## config.mk

```make
export PLATFORM = sky130hd
export DESIGN_NAME = image_uart_tx_flat
export DESIGN_NICKNAME = d
export VERILOG_FILES = /design/src/rtl/image_pkg.sv /design/src/rtl/image_uart_tx_if.sv /design/src/rtl/raster_addr_gen.sv /design/src/rtl/image_uart_tx.sv /design/src/flat_wrapper.sv
export SDC_FILE = /design/constraint.sdc
export NUM_CORES = 1
export LEC_CHECK = 0
export BUFFER_PORTS_ARGS = -buffer_cell sky130_fd_sc_hd__buf_2
export CORE_ASPECT_RATIO = 1.1
export CORE_MARGIN = 3
export CORE_UTILIZATION = 34
export DETAILED_ROUTE_END_ITERATION = 10
export GPL_TIMING_DRIVEN = 0
export PLACE_DENSITY = 0.61
export SKIP_CTS_REPAIR_TIMING = 1
export SYNTH_ARGS = -nofsm -noshare
export SYNTH_HDL_FRONTEND = slang
export SYNTH_HIERARCHICAL = 1
export SYNTH_SLANG_ARGS = --single-unit
```

## constraint.sdc

```tcl
create_clock -name clk -period 1.87 [get_ports clk]
set_clock_uncertainty 0.15 [all_clocks]
set_input_delay 0.187 -clock clk [delete_from_list [all_inputs] [get_ports clk]]
set_output_delay 0.187 -clock clk [all_outputs]
set_load 0.02 [all_outputs]
```

## src/rtl/image_pkg.sv

```systemverilog
// Shared types and constants for the image transmit path.
// Package image_pkg: FSM state enum, pixel byte type, frame defaults.
package image_pkg;

    typedef enum logic [2:0] {
        S_IDLE,
        S_HDR,
        S_FETCH,
        S_WAIT,
        S_SEND,
        S_GAP,
        S_CSUM,
        S_DONE
    } tx_state_t;

    typedef logic [7:0] pixel_t;

    localparam pixel_t FRAME_HEADER = 8'hA5;
    localparam int     DEF_W_BITS   = 4;
    localparam int     DEF_H_BITS   = 4;

endpackage

```

## src/rtl/image_uart_tx_if.sv

```systemverilog
// Pixel-store read port and UART load port of image_uart_tx.
// master = the transmitter, slave = pixel store plus UART.
interface image_uart_tx_if
    import image_pkg::*;
#(
    parameter int W_BITS = DEF_W_BITS,
    parameter int H_BITS = DEF_H_BITS
);

    logic [W_BITS-1:0] pix_x;
    logic [H_BITS-1:0] pix_y;
    logic              pix_rd;
    pixel_t            pix_data;
    pixel_t            txdata;
    logic              txclk;
    logic              txready;

    modport master (
        output pix_x, pix_y, pix_rd, txdata, txclk,
        input  pix_data, txready
    );

    modport slave (
        input  pix_x, pix_y, pix_rd, txdata, txclk,
        output pix_data, txready
    );

endinterface

```

## src/rtl/raster_addr_gen.sv

```systemverilog
// Raster x/y address counter, x fastest, wrapping at the frame corner.
// clr has priority over en; last flags the bottom-right pixel.
module raster_addr_gen
    import image_pkg::*;
#(
    parameter int W_BITS = DEF_W_BITS,
    parameter int H_BITS = DEF_H_BITS
) (
    input  logic              clk,
    input  logic              reset,
    input  logic              clr,
    input  logic              en,
    output logic [W_BITS-1:0] x,
    output logic [H_BITS-1:0] y,
    output logic              last
);

    logic [W_BITS-1:0] x_q, x_d;
    logic [H_BITS-1:0] y_q, y_d;

    always_ff @(posedge clk) begin
        if (reset) begin
            x_q <= '0;
            y_q <= '0;
        end else begin
            x_q <= x_d;
            y_q <= y_d;
        end
    end

    always_comb begin
        x_d = x_q;
        y_d = y_q;
        if (clr) begin
            x_d = '0;
            y_d = '0;
        end else if (en) begin
            if (&x_q) begin
                x_d = '0;
                y_d = y_q + 1'b1;
            end else begin
                x_d = x_q + 1'b1;
            end
        end
    end

    assign x    = x_q;
    assign y    = y_q;
    assign last = (&x_q) & (&y_q);

endmodule

```

## src/rtl/image_uart_tx.sv

```systemverilog
// Raster-scans the pixel store and streams header + pixels onto the UART.
// Define IMAGE_UART_TX_CHECKSUM_EN to append a mod-256 pixel checksum byte.
module image_uart_tx
    import image_pkg::*;
#(
    parameter int     W_BITS = DEF_W_BITS,
    parameter int     H_BITS = DEF_H_BITS,
    parameter pixel_t HEADER = FRAME_HEADER
) (
    input  logic                  clk,
    input  logic                  reset,
    input  logic                  start,
    input  logic                  clear,
    image_uart_tx_if.master       bus,
    output logic                  busy,
    output logic                  done
);

    tx_state_t state_q, state_d;
    tx_state_t nxt_q, nxt_d;
    pixel_t    byte_q, byte_d;
    pixel_t    txdata_q, txdata_d;
    pixel_t    tx_val;

    logic              live;
    logic              load;
    logic              pix_rd;
    logic              adv;
    logic              zero;
    logic              last_pix;
    logic [W_BITS-1:0] x_w;
    logic [H_BITS-1:0] y_w;

    // Abort and reset suppress every strobe in the cycle they are seen.
    assign live = ~reset & ~clear;
    assign zero = clear | ((state_q == S_IDLE) & start);

    raster_addr_gen #(
        .W_BITS (W_BITS),
        .H_BITS (H_BITS)
    ) u_addr (
        .clk   (clk),
        .reset (reset),
        .clr   (zero),
        .en    (adv),
        .x     (x_w),
        .y     (y_w),
        .last  (last_pix)
    );

`ifdef IMAGE_UART_TX_CHECKSUM_EN
    pixel_t acc_q, acc_d;

    always_ff @(posedge clk) begin
        if (reset) acc_q <= '0;
        else       acc_q <= acc_d;
    end

    always_comb begin
        acc_d = acc_q;
        if (zero)     acc_d = '0;
        else if (adv) acc_d = acc_q + byte_q;
    end
`endif

    always_ff @(posedge clk) begin
        if (reset) begin
            state_q  <= S_IDLE;
            nxt_q    <= S_IDLE;
            byte_q   <= '0;
            txdata_q <= '0;
        end else begin
            state_q  <= state_d;
            nxt_q    <= nxt_d;
            byte_q   <= byte_d;
            txdata_q <= txdata_d;
        end
    end

    always_comb begin
        state_d = state_q;
        nxt_d   = nxt_q;
        if (clear) begin
            state_d = S_IDLE;
            nxt_d   = S_IDLE;
        end else begin
            unique case (state_q)
                S_IDLE:  if (start) state_d = S_HDR;
                S_HDR: begin
                    if (bus.txready) begin
                        state_d = S_GAP;
                        nxt_d   = S_FETCH;
                    end
                end
                S_FETCH: state_d = S_WAIT;
                S_WAIT:  state_d = S_SEND;
                S_SEND: begin
                    if (bus.txready) begin
                        state_d = S_GAP;
`ifdef IMAGE_UART_TX_CHECKSUM_EN
                        nxt_d = last_pix ? S_CSUM : S_FETCH;
`else
                        nxt_d = last_pix ? S_DONE : S_FETCH;
`endif
                    end
                end
                // One idle cycle so the UART can drop txready.
                S_GAP:   state_d = nxt_q;
`ifdef IMAGE_UART_TX_CHECKSUM_EN
                S_CSUM: begin
                    if (bus.txready) begin
                        state_d = S_GAP;
                        nxt_d   = S_DONE;
                    end
                end
`endif
                S_DONE:  state_d = S_IDLE;
                default: state_d = S_IDLE;
            endcase
        end
    end

    always_comb begin
        load   = 1'b0;
        pix_rd = 1'b0;
        done   = 1'b0;
        adv    = 1'b0;
        tx_val = byte_q;
        byte_d = byte_q;
        busy   = (state_q != S_IDLE) && (state_q != S_DONE);
        unique case (state_q)
            S_HDR: begin
                load   = bus.txready & live;
                tx_val = HEADER;
            end
            S_FETCH: pix_rd = live;
            S_WAIT:  byte_d = bus.pix_data;
            S_SEND: begin
                load = bus.txready & live;
                adv  = load;
            end
`ifdef IMAGE_UART_TX_CHECKSUM_EN
            S_CSUM: begin
                load   = bus.txready & live;
                tx_val = acc_q;
            end
`endif
            S_DONE:  done = live;
            default: ;
        endcase
        txdata_d = load ? tx_val : txdata_q;
    end

    assign bus.pix_x  = x_w;
    assign bus.pix_y  = y_w;
    assign bus.pix_rd = pix_rd;
    assign bus.txclk  = load;
    assign bus.txdata = txdata_d;

endmodule

```

## src/flat_wrapper.sv

```systemverilog
// flat-port wrapper written by rule: the top's interface ports become plain ports
module image_uart_tx_flat import image_pkg::*;
#(
    parameter int     W_BITS = DEF_W_BITS,
    parameter int     H_BITS = DEF_H_BITS,
    parameter pixel_t HEADER = FRAME_HEADER
)
  (clk, reset, start, clear, busy, done, bus_pix_x, bus_pix_y, bus_pix_rd, bus_txdata, bus_txclk, bus_pix_data, bus_txready);
  image_uart_tx_if #(.W_BITS(W_BITS), .H_BITS(H_BITS)) bus_i ();
  input  logic clk;
  input  logic reset;
  input  logic start;
  input  logic clear;
  output logic busy;
  output logic done;
  output wire logic [$bits(bus_i.pix_x)-1:0] bus_pix_x;
  output wire logic [$bits(bus_i.pix_y)-1:0] bus_pix_y;
  output wire logic [$bits(bus_i.pix_rd)-1:0] bus_pix_rd;
  output wire logic [$bits(bus_i.txdata)-1:0] bus_txdata;
  output wire logic [$bits(bus_i.txclk)-1:0] bus_txclk;
  input wire logic [$bits(bus_i.pix_data)-1:0] bus_pix_data;
  input wire logic [$bits(bus_i.txready)-1:0] bus_txready;
  assign bus_pix_x = bus_i.pix_x;
  assign bus_pix_y = bus_i.pix_y;
  assign bus_pix_rd = bus_i.pix_rd;
  assign bus_txdata = bus_i.txdata;
  assign bus_txclk = bus_i.txclk;
  assign bus_i.pix_data = bus_pix_data;
  assign bus_i.txready = bus_txready;
  image_uart_tx #(.W_BITS(W_BITS), .H_BITS(H_BITS), .HEADER(HEADER)) u_core (.clk(clk), .reset(reset), .start(start), .clear(clear), .bus(bus_i), .busy(busy), .done(done));
endmodule
```

Yosys cells after proc, flatten, opt, wreduce, memory -nomap -nowiden
Index checks and enable logic that the tools add are counted.

Register bits: 30. Latch bits: 0. Bits in writable memories: 0. Bits in read-only memories: 0. Logic and storage cells: 52. Memories: 0.

Add/sub/neg operators: 2. $mul: 0. Divide/modulo/power cells: 0. Order comparisons: 0. Equal/unequal tests: 11. Shifts and indexed selects: 0. Muxes and demuxes: 14. Bitwise gates (word level): 7. Reduce and logical (&&, ||, !) cells: 12.

Operators with widths (number): $mux 8 (2); $mux 3 (5); $pmux 3 s5 (1); $eq 3x3->1 const B (3); $add 4x1->4 const B (2); $reduce_and 4->1 (2); $eq 3x2->1 const B (2); $ne 2x2->1 const B (3); $pmux 3 s2 (1); $reduce_or 2->1 (3); $reduce_and 5->1 (1); $and 1x1->1 (4); $mux 1 (4); $mux 4 (1); $eq 3x1->1 const B (1); $logic_not 3->1 (1); $ne 3x3->1 const B (1); $reduce_and 3->1 (1); $reduce_bool 3->1 (1); $ne 2x1->1 const B (1); $not 1->1 (2); $reduce_and 2->1 (1); $reduce_bool 2->1 (1); $logic_and 1x1->1 (1); $or 1x1->1 (1).

Depth between registers and ports, before layout
Word-level depth: 5. Gate-level depth with buffers: 6. Depth with buffers taken out: 6.

Hierarchy
The synthesis kept the hierarchy.

By module, submodules not included: image_uart_tx (instances 1, cells an instance 97, area each 972.2 um^2, sequential area each 420.4 um^2); raster_addr_gen (instances 1, cells an instance 47, area each 387.9 um^2, sequential area each 160.2 um^2).

Worst setup path after synthesis
OpenSTA, ideal clock, no wires.

Path kind: register -> register. From: reg u_core.state_q[1]. To: reg u_core.u_addr.y_q[2] (netlist: u_core/u_addr/y[2]). Arrival: 1640 ps. Data required time: 1650 ps. Path slack: 10 ps. Stages on the path, launching flop included: 7. Buffers on the path: 0. Path through: dfxtp_1 nor4b_2 nand2_2 inv_2 inv_2 or4_1 a21oi_1.

RTL lines: start: declaration (line image_uart_tx.sv:19) `tx_state_t state_q, state_d;`; start signal: assignment (line image_uart_tx.sv:73) `state_q <= state_d;`; $eq 3x3->1 (line image_uart_tx.sv:131) `unique case (state_q)`; $mux 1 (line image_uart_tx.sv:131); named net u_core.adv (line image_uart_tx.sv:28) `logic adv;`; $reduce_and 5->1 (no line); end signal: assignment (line raster_addr_gen.sv:27) `y_q <= y_d;`; end: declaration (line raster_addr_gen.sv:19) `logic [H_BITS-1:0] y_q, y_d;`.

The timed path passes the listed nets, and every way through them passes these cells. A chain may end at the register's enable or synchronous reset.

Final worst setup path
From: reg u_core.state_q[1]. To: out bus_txdata[5].

Cells in the longest elaborated chain, start to end: 4.

Ends and longest elaborated chain: $eq 3x1->1 or $eq 3x3->1 (tied branches) (line image_uart_tx.sv:131); $reduce_or 2->1 (no line); $mux 1; $mux 8 * (line image_uart_tx.sv:151) `txdata_d = load ? tx_val : txdata_q;`; end: declaration (line flat_wrapper.sv:19) `output wire logic [$bits(bus_i.txdata)-1:0] bus_txdata;`.

Every way passes the cells marked *; elsewhere a longest branch is shown, timed or not.

==> results.md <==
- Status: finished, violations left
- Failing checks: hold timing
- WL per Instance: 13.6 um
- IO buf count: 32
- Ys async rst share: 0
- Worst Hold Endpoint: u_core/byte_q[3]
- Core Area: 0.00374 mm^2
- ANT cells: 0
- Kind of critical path: reg2out
- Syn avg cell area: approximately 9.4 um^2
- DR DRC count: 0
- Num ports: 33
- Reg2Reg Depth: 6
- Final WL: 3280 um
- Drt initial violations: 30
- Seq cells post-synth: 29
- Delay-heaviest family, CP: flip-flops
- Synth warn: 6
- CP max stage delay: 0.37 ns
- # rows: 23
- Syn Inst Count: 144
- Ys flop type: dfxtp_1
- Worst hold path depth: 3
- HP Class: in2reg
- Critical path data arrival time: approximately 1.5 ns
- R2r endpoint: u_core/u_addr/y[2]
- CP Cell Sequence: nor4b_4, nand2_2, buf_6, o22a_1, buf_4
- FMAX: 550 MHz
- Syn-to-layout area delta: 34.2%
- Worst Path Buf+Inv: 2
- Synth top area share: 0.427
- Remaining Overflow, GRT: 0
- R2r setup slk: 0.07 ns
- Slew @ Worst Pin: 0.449 ns
- Power per Cell Area: 750 mW/mm^2
- Bufs on Longest Clock Path: 2
- Startpoint Class: flop
- Root Driver: clkbuf_8
- Endpoints failing hold: 2
- Clk_lat worst skew: 0.27 ns
- CTS H-tree depth: 2
- Initial core utilization: 0.364
- Levels on crit path: 5
- Leakage: approximately 0.80 nW
- Top cells by area, synth: dfxtp_1 (43%), mux2i_1 (8.1%), nor2_1 (5.0%)
- Largest net degree at the start of global routing: 15
- Total global-route track usage: 0.137
- Number of enable flip-flop cells after synthesis: 0
- Fill count: 387
- Crit share post-route: 0.973
- Drt pass-1 iters: 4
- Worst EP required: 1.53 ns
- Final setup vio count: 0
- Slew Viols, Final: 0
- Mapped cell area: 0.00136 mm^2
- Distinct cells, synth: 40
- NumNets Final: 205
- Max_slew headroom: 0.701
- R2R Path Start: u_core/state_q[1]
- Post-layout min period: 1.82 ns
- Antenna viol nets, final: 0
- Vias in the first global route: 1,164
- Clock sinks: 29
- Die area: around 0.0048 mm^2
- RSZ-0062 raised after global routing: yes
- Top cells by instance count after synthesis: dfxtp_1 (29), nor2_1 (18), mux2i_1 (11)
- Hold WS: -0.00456 ns
- CP max-delay cell: dfxtp_4
- Max cap viols: 0
- Critical hold path startpoint: bus_pix_data[3]
- Mapped Nets: 159
- Via count: between 1k and 1.5k
- Setup crit end kind: output port
- Global-route wire length before repair: 5180 um
- GP Congestion: between 0.8 and 0.9
- Die height: 72.3 um
- CP max FO: 7
- Share of the core filled with cells: 0.488
- Peak VDD IR: 0.390 mV
- Fraction of layout instances using a drive strength above 1: 0.356
- Largest area contributor in the netlist: dfxtp_1
- Initial antenna violation count: 0
- CTS clk-pin slew, worst paths: 0.06 ns
- Most frequent cell after synthesis: dfxtp_1
- CTS tree: built
- Seq/Total Area, Yosys: 0.427
- CTS Buf Count: 5
- Final HPWL DP: 2240 um
- Drt via density: a little over 5
- Die Width: 66.3 um
==> worst max-delay path by stage <==
| stage | from | endpoint | slack [ns] |
|---|---|---|---|
| 6_report | u_core/state_q[1] | bus_txdata[5] | 0.05 |
| 5_1_grt | u_core/state_q[1] | bus_txdata[4] | -0.04 |
| 4_1_cts | u_core/state_q[1] | bus_txdata[4] | -0.23 |
| 3_5_place_dp | u_core/state_q[1] | u_core/u_addr/y[2] | -0.20 |
| 3_3_place_gp | u_core/state_q[1] | u_core/u_addr/y[2] | -0.14 |
| 2_1_floorplan | u_core/state_q[1] | u_core/u_addr/y[2] | 0.01 |
==> worst reg2reg max path, delay by kind of cell (launching register included) <==
kind | cells | cell delay (ns)
AO/OA/AOI/OAI | 1 | 0.15
buffers and inverters | 2 | 0.21
flip-flops | 1 | 0.37
AND/OR/NAND/NOR | 3 | 0.85
==> where the power goes <==
part | internal, mW | switching (mW)
sequential | 0.620 | 0.00401
clock | 0.434 | 0.229
combinational | 0.0356 | 0.0456
total | 1.09 | 0.279
==> final cells by class <==
type | instances | area, um^2 | share of cell area
multi-input cells | 104 | 748 | 0.410
clock buffers | 7 | 86.3 | 0.0473
inverters | 6 | 32.5 | 0.0178
plain buffers | 6 | 35.0 | 0.0192
well taps | 50 | 62.6 | 0.0343
flip-flops and latches | 29 | 587 | 0.321
repair buffers | 38 | 244 | 0.134
clock inverters | 1 | 30.0 | 0.0164
==> layer usage <==
metal | up-vias | part of all wire | global-route usage
met5 | - | 0 | 0
met4 | 0 | 0.0040 | 0.0339
met3 | 2 | 0.056 | 0.0511
met2 | 36 | 0.50 | 0.230
met1 | 591 | 0.44 | 0.164
li1 | 619 | - | -
==> cell families (layout without fill, tap and decap cells) <==
logic type,count (synthesis),count (layout),synth area share
adders and majority gates,2,2,0.0184
and+or+nand+nor,53,54,0.215
buffers and inverters,12,58,0.0442
muxes,11,11,0.0810
AOI/OAI and AO/OA,35,35,0.201
DFF,29,29,0.427
xor gates and xnor gates,2,2,0.0129
==> cells in the final DEF, fill, tap and decap left out, types with 3 or more instances in the layout <==
master,netlist,routed
dfxtp_1,29,26
buf_2,2,25
nor2_1,18,18
nand2_1,10,11
buf_4,2,11
mux2i_1,11,11
a21oi_1,8,8
clkbuf_8,0,6
buf_6,0,5
o21ai_0,5,5
a22o_1,4,4
o22a_1,4,4
a32o_1,4,4
o221a_2,4,4
clkbuf_1,2,3
inv_1,3,3
or3_1,3,3
==> state kept, by name, summed over array words and instances, names as in the netlist <==
register / cells
u_core/byte_q: 8
u_core/nxt_q: 2
u_core/state_q: 3
u_core/txdata_q: 8
u_core/u_addr/x: 4
u_core/u_addr/y: 4
==> through the flow <==
stage / area (um^2) / std cells / setup TNS [ns] / setup WS (ns) / power [mW]
2_1_floorplan: 1360 / 144 / 0 / 0.0102 / 0.680
3_3_place_gp: 1580 / 226 / -0.146 / -0.136 / 0.708
3_5_place_dp: 1580 / 226 / -0.320 / -0.204 / 0.711
4_1_cts: 1700 / 234 / -1.54 / -0.227 / 1.38
5_1_grt: 1830 / 241 / -0.142 / -0.0412 / 1.43
6_report: 1830 / 241 / 0 / 0.0503 / 1.37
Power figures use the tool's default switching activity.
